===== src/rtl/mux_stream_rr.sv =====
// N-channel registered stream multiplexer with fixed-select and round-robin modes.
// The held beat is tagged with its source channel for downstream demultiplexing.
module mux_stream_rr #(
    parameter int unsigned N  = 4,
    parameter int unsigned W  = 8,
    parameter int unsigned SW = $clog2(N)
) (
    input  logic            clk,
    input  logic            rst,
    input  logic [N-1:0]    in_valid,
    input  logic [N*W-1:0]  in_data,
    output logic [N-1:0]    in_ready,
    input  logic            mode,
    input  logic [SW-1:0]   sel,
    output logic            out_valid,
    output logic [W-1:0]    out_data,
    output logic [SW-1:0]   out_chan,
    input  logic            out_ready
);

    logic          out_valid_q;
    logic [W-1:0]  out_data_q;
    logic [SW-1:0] out_chan_q;
    logic [SW-1:0] last_q;

    logic          load;
    logic          granted;
    logic [SW-1:0] grant;
    logic          rr_found;
    logic [SW-1:0] rr_idx;
    logic [SW-1:0] cand;
    logic [W-1:0]  chan_data [N];

    always_comb begin
        for (int i = 0; i < N; i++) begin
            chan_data[i] = in_data[i*W +: W];
        end
    end

    // Search starts one past the last round-robin grant and wraps.
    always_comb begin
        rr_found = 1'b0;
        rr_idx   = '0;
        cand     = '0;
        for (int k = 1; k <= N; k++) begin
            cand = SW'((int'(last_q) + k) % N);
            if (!rr_found && in_valid[cand]) begin
                rr_found = 1'b1;
                rr_idx   = cand;
            end
        end
    end

    always_comb begin
        load = !out_valid_q || out_ready;
        if (mode) begin
            granted = rr_found;
            grant   = rr_idx;
        end else begin
            granted = (32'(sel) < N) && in_valid[sel];
            grant   = sel;
        end
    end

    // Gated by rst so no handshake completes while reset is asserted.
    always_comb begin
        for (int i = 0; i < N; i++) begin
            in_ready[i] = !rst && load && granted && (grant == SW'(i));
        end
    end

    always_ff @(posedge clk or posedge rst) begin
        if (rst) begin
            out_valid_q <= 1'b0;
            out_data_q  <= '0;
            out_chan_q  <= '0;
            last_q      <= SW'(N - 1);
        end else if (load) begin
            if (granted) begin
                out_valid_q <= 1'b1;
                out_data_q  <= chan_data[grant];
                out_chan_q  <= grant;
                if (mode) begin
                    last_q <= grant;
                end
            end else begin
                out_valid_q <= 1'b0;
            end
        end
    end

    assign out_valid = out_valid_q;
    assign out_data  = out_data_q;
    assign out_chan  = out_chan_q;

endmodule


===== config.mk =====
export PLATFORM = sky130hd
export DESIGN_NAME = mux_stream_rr
export DESIGN_NICKNAME = d
export VERILOG_FILES = /design/src/rtl/mux_stream_rr.sv
export SDC_FILE = /design/constraint.sdc
export NUM_CORES = 1
export LEC_CHECK = 0
export BUFFER_PORTS_ARGS = -buffer_cell sky130_fd_sc_hd__buf_2
export CAP_MARGIN = 40
export CORE_ASPECT_RATIO = 1.75
export CORE_MARGIN = 2
export CORE_UTILIZATION = 48
export DETAILED_ROUTE_END_ITERATION = 6
export PLACE_DENSITY = 0.77
export SLEW_MARGIN = 30
export SYNTH_ARGS = -nofsm -noshare
export SYNTH_HDL_FRONTEND = slang
export SYNTH_SLANG_ARGS = --single-unit

===== constraint.sdc =====
create_clock -name clk -period 1.9 [get_ports clk]
set_input_delay 0.095 -clock clk [delete_from_list [all_inputs] [get_ports clk]]
set_output_delay 0.095 -clock clk [all_outputs]
set_load 0.05 [all_outputs]

==> reports/results.ini, run 1 <==
[run_status]
status=finished with violations
violations=negative setup slack

[pwr]
p_leak_nw=0.933
combPwrFrac_pct=65.1
sw_frac_of_total_pct=48.0
power_mw=2.02
p_int_mw=1.05
clkPwrFrac_pct=12.7
p_switching_uw=968
power_frac_seq_pct=22.3
vdd_drop_max_mv=0.662
p_per_area_mw_per_mm2=1050

[clock_tree]
cts_tree=built
clk_path_buf_depth=2
clk_latency_ns=0.25
cts_sinks=13
cts_buffers=3
clkSlewWorstSetupHoldPaths_ns=0.06
cts_root_buf=clkbuf_8
htreeDepth=1

[synthesis]
synth_top_cell_by_area=dfrtp_1
synth.distinct_cells=42
synth_top_area_share_pct=19.8
ys.warnings.count=0
syn_avg_cell_area_um2=10.0
netlist_area_mm2=0.00139
syn_inst=139
syn_nets=181
yosysSeqAreaShare_pct=23.5
synth-seq-cells=13
synthTopCellsByArea=dfrtp_1 (20%), mux4_2 (13%), o41ai_2 (8.2%)

[global_route]
antenna_found_initial=0
globalRoute.totalOverflow=0
grt_pass1_wl_um=6090
grt_pass1_vias=1509
globalRouteTotalUtil_pct=24.5
grt_max_degree=18

[layout]
fillers=218
final_cell_mix=buf_2 (52), nand2_1 (14), buf_4 (13)
fin_nets=248
final_core_util_pct=70.3
final_common_cell=buf_2
drive_gt1_share_pct=59.5
area_growth_pct=37.3
antennaDiodeCount=0

[floorplan]
design.die.area_mm2=0.00337
die_h_um=75.3
io_pins=57
rows=25
start_util_pct=51.2
die_w_um=44.7
core_mm2=0.00272

[detailed_routing]
remaining_drc_errors=0
vias_per_cell=5.99
drtIter0Drc=49
drtAntennaViolNets=0
wl_per_cell_um=16.9
routed_wl_um=3920
vias=1390
dr.pass1.iters=5

[timing]
finalCriticalPeriod_ns=1.96
setup_viol=4
max_clock_freq_mhz=511
fin_skew_ns=0.00412
rsz0062_at_grt=yes
tns_ns=-0.181
worst_hold_slack_ns=0.135
slew_viol_final=0
finalCritPeriodShare_pct=103
setup_ws_ns=-0.0553
tightest_slew_ns=0.375
finalHoldViolations=0
relSlewSlack_pct=74.7

[run]
maxCapViolCount=0

[placed_design]
gp_congestion=0.830
portBuffers=56
place_ws_ns=-0.0906
hpwlAfterDp_um=3020

[min_path]
hp-class=input port to flip-flop
whs_path_depth=3

[critical_path]
cp_max_fo=5
startpoint_type=flip-flop
cp_slowest_cell=dfstp_2
critical-path-max-stage-delay_ns=0.58
critPathArrivalTime_ns=1.86
reg2regPathDepth=6
cp_cell_sequence=mux2_4, a22oi_2, nand3_4, o21ai_4, nor2b_4, buf_8
required_ns=1.80
cp-end-kind=primary output
worst-setup-path-type=flip-flop to primary output

## what timing repair did
| item | 4_1_cts | 5_1_grt |
|---|---|---|
| pin swaps | 9 | 16 |
| endpoints found under the setup margin | 12 | 12 |
| gates resized for setup | 18 | 3 |
| setup buffers | 1 | 3 |
| cloned | 0 | 0 |
| hold buffers | 1 | 0 |
| endpoints found under the hold margin | 11 | 0 |
## per-layer routing
layer	track usage [%]	vias up	routed length, um
met2	46.9	44	2270
met5	0	-	0
met3	3.36	9	188
met1	25.0	677	1390
li1	-	660	-
met4	11.4	0	68
## final timing paths
check	from	endpoint	slack, ns
min reg2reg	out_chan[1]	out_chan[1]	0.48
min in group asynchronous	rst	out_valid	0.45
max reg2reg	last_q[1]	out_data[0]	0.07
min	out_ready	out_valid	0.14
max	last_q[1]	in_ready[0]	-0.06
max in group asynchronous	rst	last_q[1]	1.21
## synthesized netlist by cell type (all sizes together)
master   instances
dfrtp           11
or3b             1
nand3           10
nor2b            5
o311ai           1
mux2             4
or2              1
a22oi            1
o21a             1
o221ai           1
nand2           15
and2             1
o31ai            1
a21boi           9
mux4             8
a21oi            1
clkbuf           1
inv             12
o21bai           1
o22ai            1
nand2b           1
buf              9
a31oi            2
or3              1
nor2            10
dfstp            2
o2111ai          1
o41ai            7
a211oi           8
o21ai            4
o211a            8
## critical path: cells and delay by family (launching register included)
family                 cells  cell delay, ns
muxes                      1            0.31
DFF                        1            0.58
and+or+nand+nor            2            0.29
buffers and inverters      1            0.15
AOI/OAI and AO/OA          2            0.28
## power by group through the flow
stage               clock (mW)  sequential [mW]  combinational [mW]
floorplan                    0            0.700               0.666
global placement             0            0.448                1.14
detailed placement           0            0.453                1.17
CTS                      0.259            0.450                1.24
global route             0.272            0.462                1.39
finish                   0.255            0.449                1.31
## metrics by stage
step / cell area, um^2 / std cells
2_1_floorplan: 1410 / 139
3_3_place_gp: 1730 / 223
3_5_place_dp: 1730 / 223
4_1_cts: 1870 / 229
5_1_grt: 1910 / 232
6_report: 1910 / 232
## cells by family (layout without fill, tap and decap cells)
kind of cell	count (synthesis)	in the layout	synth area share, %
AO/OA/AOI/OAI	47	47	35.5
buffers and inverters	22	88	9.07
flip-flops	13	13	23.5
multiplexers	12	12	16.2
AND/OR/NAND/NOR	45	45	15.7
## flip-flops by register name (all words and copies together) (netlist names)
| signal | flops |
|---|---|
| out_chan | 2 |
| out_valid | 1 |
| out_data | 8 |
| last_q | 2 |
## final cells by class
type                       instances  area (um^2)  area share, %
multi-input combinational        104         1010           52.9
timing repair buffer              72          448           23.4
sequential                        13          328           17.1
clock buffer                       4         45.0           2.36
inverter                          12         45.0           2.36
tap                               27         33.8           1.77
Power figures use the tool's default switching activity.
==> run 2: changes to the inputs <==
--- a/config.mk
+++ b/config.mk
@@ -11,7 +11,10 @@
 export CORE_MARGIN = 2
 export CORE_UTILIZATION = 48
 export DETAILED_ROUTE_END_ITERATION = 6
+export GPL_ROUTABILITY_DRIVEN = 0
 export PLACE_DENSITY = 0.77
+export REMOVE_ABC_BUFFERS = 1
+export SKIP_LAST_GASP = 1
 export SLEW_MARGIN = 30
 export SYNTH_ARGS = -nofsm -noshare
 export SYNTH_HDL_FRONTEND = slang
==> run 2 against run 1 <==
  * Maximum frequency is 3.5% lower
  * Flip-flop and latch count did not move
  * Hold slack better by 0.0071 ns
  * Total power increased by 3.9%
  * The flow still finishes with violations (negative setup slack)
  * Wire length is 14% higher
  * Largest cell class unchanged
  * Final area increased by 2.4%
  * Highest routed layer unchanged
  * Global-route usage increased by 2.9 points
  * Core utilization grew 1.7 points
  * Sequential power hardly changed
==> reports/results.ini, run 2 (synthesis results as in run 1) <==
[detailed_routing]
dr.pass1.iters=4  ; was 5
remaining_drc_errors=0  ; unchanged
drtIter0Drc=78  ; was 49
drtAntennaViolNets=0  ; unchanged
vias=1509  ; was 1390
routed_wl_um=4460  ; was 3920 um
vias_per_cell=6.24  ; was 5.99
wl_per_cell_um=18.4  ; was 16.9 um

[clock_tree]
clk_path_buf_depth=2  ; unchanged
cts_sinks=13  ; unchanged
cts_buffers=3  ; unchanged
htreeDepth=1  ; unchanged
cts_root_buf=clkbuf_8  ; unchanged
clk_latency_ns=0.26  ; was 0.25 ns
cts_tree=built  ; unchanged
clkSlewWorstSetupHoldPaths_ns=0.06  ; about the same

[global_route]
globalRoute.totalOverflow=0  ; unchanged
grt_max_degree=18  ; unchanged
antenna_found_initial=0  ; unchanged
grt_pass1_wl_um=6730  ; was 6090 um
globalRouteTotalUtil_pct=27.4  ; was 24.5%
grt_pass1_vias=1466  ; was 1509

[placed_design]
portBuffers=56  ; unchanged
place_ws_ns=-0.0366  ; was -0.0906 ns
hpwlAfterDp_um=3200  ; was 3020 um

[layout]
fillers=198  ; was 218
fin_nets=258  ; was 248
largest_reg_flops=8  ; unchanged
antennaDiodeCount=0  ; unchanged
drive_gt1_share_pct=60.9  ; was 59.5%
final_common_cell=buf_2  ; unchanged
final_cell_mix=buf_2 (52), buf_4 (23), nand2_1 (14)  ; was buf_2 (52), nand2_1 (14), buf_4 (13)
final_core_util_pct=72.0  ; was 70.3%
area_growth_pct=40.6  ; was 37.3%

[floorplan]
io_pins=57  ; unchanged
die_w_um=44.7  ; unchanged
start_util_pct=51.2  ; unchanged
core_mm2=0.00272  ; unchanged
design.die.area_mm2=0.00337  ; unchanged
rows=25  ; unchanged
die_h_um=75.3  ; unchanged

[pwr]
vdd_drop_max_mv=0.646  ; was 0.662 mV
p_leak_nw=0.973  ; was 0.933 nW
p_per_area_mw_per_mm2=1070  ; was 1050 mW/mm^2
sw_frac_of_total_pct=48.2  ; was 48.0%
power_frac_seq_pct=21.5  ; was 22.3%
p_switching_mw=1.01  ; was 968 uW
combPwrFrac_pct=65.7  ; was 65.1%
p_int_mw=1.08  ; was 1.05 mW
clkPwrFrac_pct=12.8  ; was 12.7%
power_mw=2.09  ; was 2.02 mW

[critical_path]
reg2regPathDepth=7  ; was 6
cp_max_fo=5  ; unchanged
r2r_slack_ns=-0.03  ; was 0.07 ns
cp-end-kind=primary output  ; unchanged
critPathArrivalTime_ns=1.93  ; was 1.86 ns
required_ns=1.80  ; about the same
worst-setup-path-type=flip-flop to primary output  ; unchanged
r2r-end=out_data[3]  ; was out_data[0]
cp-startpoint=last_q[1]  ; unchanged
startpoint_type=flip-flop  ; unchanged
r2r-start=last_q[1]  ; unchanged
cp-endpoint=in_ready[0]  ; unchanged

[timing]
setup_ws_ns=-0.127  ; was -0.0553 ns
finalCritPeriodShare_pct=107  ; was 103%
max_clock_freq_mhz=493  ; was 511 MHz
setup_viol=12  ; was 4
finalCriticalPeriod_ns=2.03  ; was 1.96 ns
fin_skew_ns=0.00230  ; was 0.00412 ns
slew_viol_final=0  ; unchanged
finalHoldViolations=0  ; unchanged
rsz0062_at_grt=yes  ; unchanged
tightest_slew_ns=0.362  ; was 0.375 ns
relSlewSlack_pct=75.6  ; was 74.7%

[min_path]
hp-class=input port to flip-flop  ; unchanged

[run]
maxCapViolCount=0  ; unchanged

[run_status]
violations=negative setup slack  ; unchanged
status=finished with violations  ; unchanged

==> run 2: metal layers <==
layer  global-route usage [%]  share of wire (%)
met2                     50.1                 57
met3                     3.36                7.1
met4                     13.5                2.0
met1                     30.1                 34
met5                        0                  0
==> run 2: stage by stage <==
step / hold WS, ns / area (um^2) / std cells / TNS, ns
3_3_place_gp: 0.128 / 1720 / 225 / 0
2_1_floorplan: -0.0215 / 1310 / 129 / -1.38
6_report: 0.142 / 1960 / 242 / -0.452
3_5_place_dp: 0.149 / 1720 / 225 / -0.0985
5_1_grt: 0.177 / 1960 / 242 / -1.12
4_1_cts: 0.140 / 1880 / 233 / -0.360
==> run 2: power by group through the flow <==
stage / Clock [mW] / Combinational [mW] / Sequential (mW)
final: 0.268 / 1.38 / 0.449
after global routing: 0.276 / 1.46 / 0.462
after CTS: 0.266 / 1.25 / 0.447
after detailed placement: 0 / 1.18 / 0.446
after global placement: 0 / 1.14 / 0.443
after floorplan: 0 / 0.554 / 0.700
==> run 2: cell type report <==
cell class	count	area, um^2	share of cell area, %
Tap cell	27	33.8	1.73
Timing Repair Buffer	81	499	25.5
Inverter	12	45.0	2.30
Clock buffer	4	45.0	2.30
Sequential cell	13	328	16.7
Multi-Input combinational cell	105	1010	51.4
==> run 2: what timing repair did <==
action	4_1_cts	5_1_grt
hold buffers	1	0
setup endpoints to repair	9	12
cloned	0	1
endpoints found under the hold margin	11	0
gates resized for setup	19	4
pin swaps	12	11
buffers inserted	4	9
==> run 2: worst min-delay path by stage <==
stage,from,endpoint,slack [ns],cells after the start
after CTS,out_ready,out_valid,0.14,3
final,out_ready,out_valid,0.14,3
after detailed placement,rst,out_data[0],0.15,3
after global placement,rst,out_valid,0.13,3
after global routing,out_ready,out_valid,0.18,3
after floorplan,rst,out_chan[0],-0.02,1
==> run 2: worst max-delay path, cell delays in order (launching register included) <==
cell     delay (ns)
dfstp_2        0.57
mux2_4         0.31
a22oi_2        0.18
nand3_2        0.15
o21ai_4        0.12
nor2b_4        0.18
buf_6          0.16
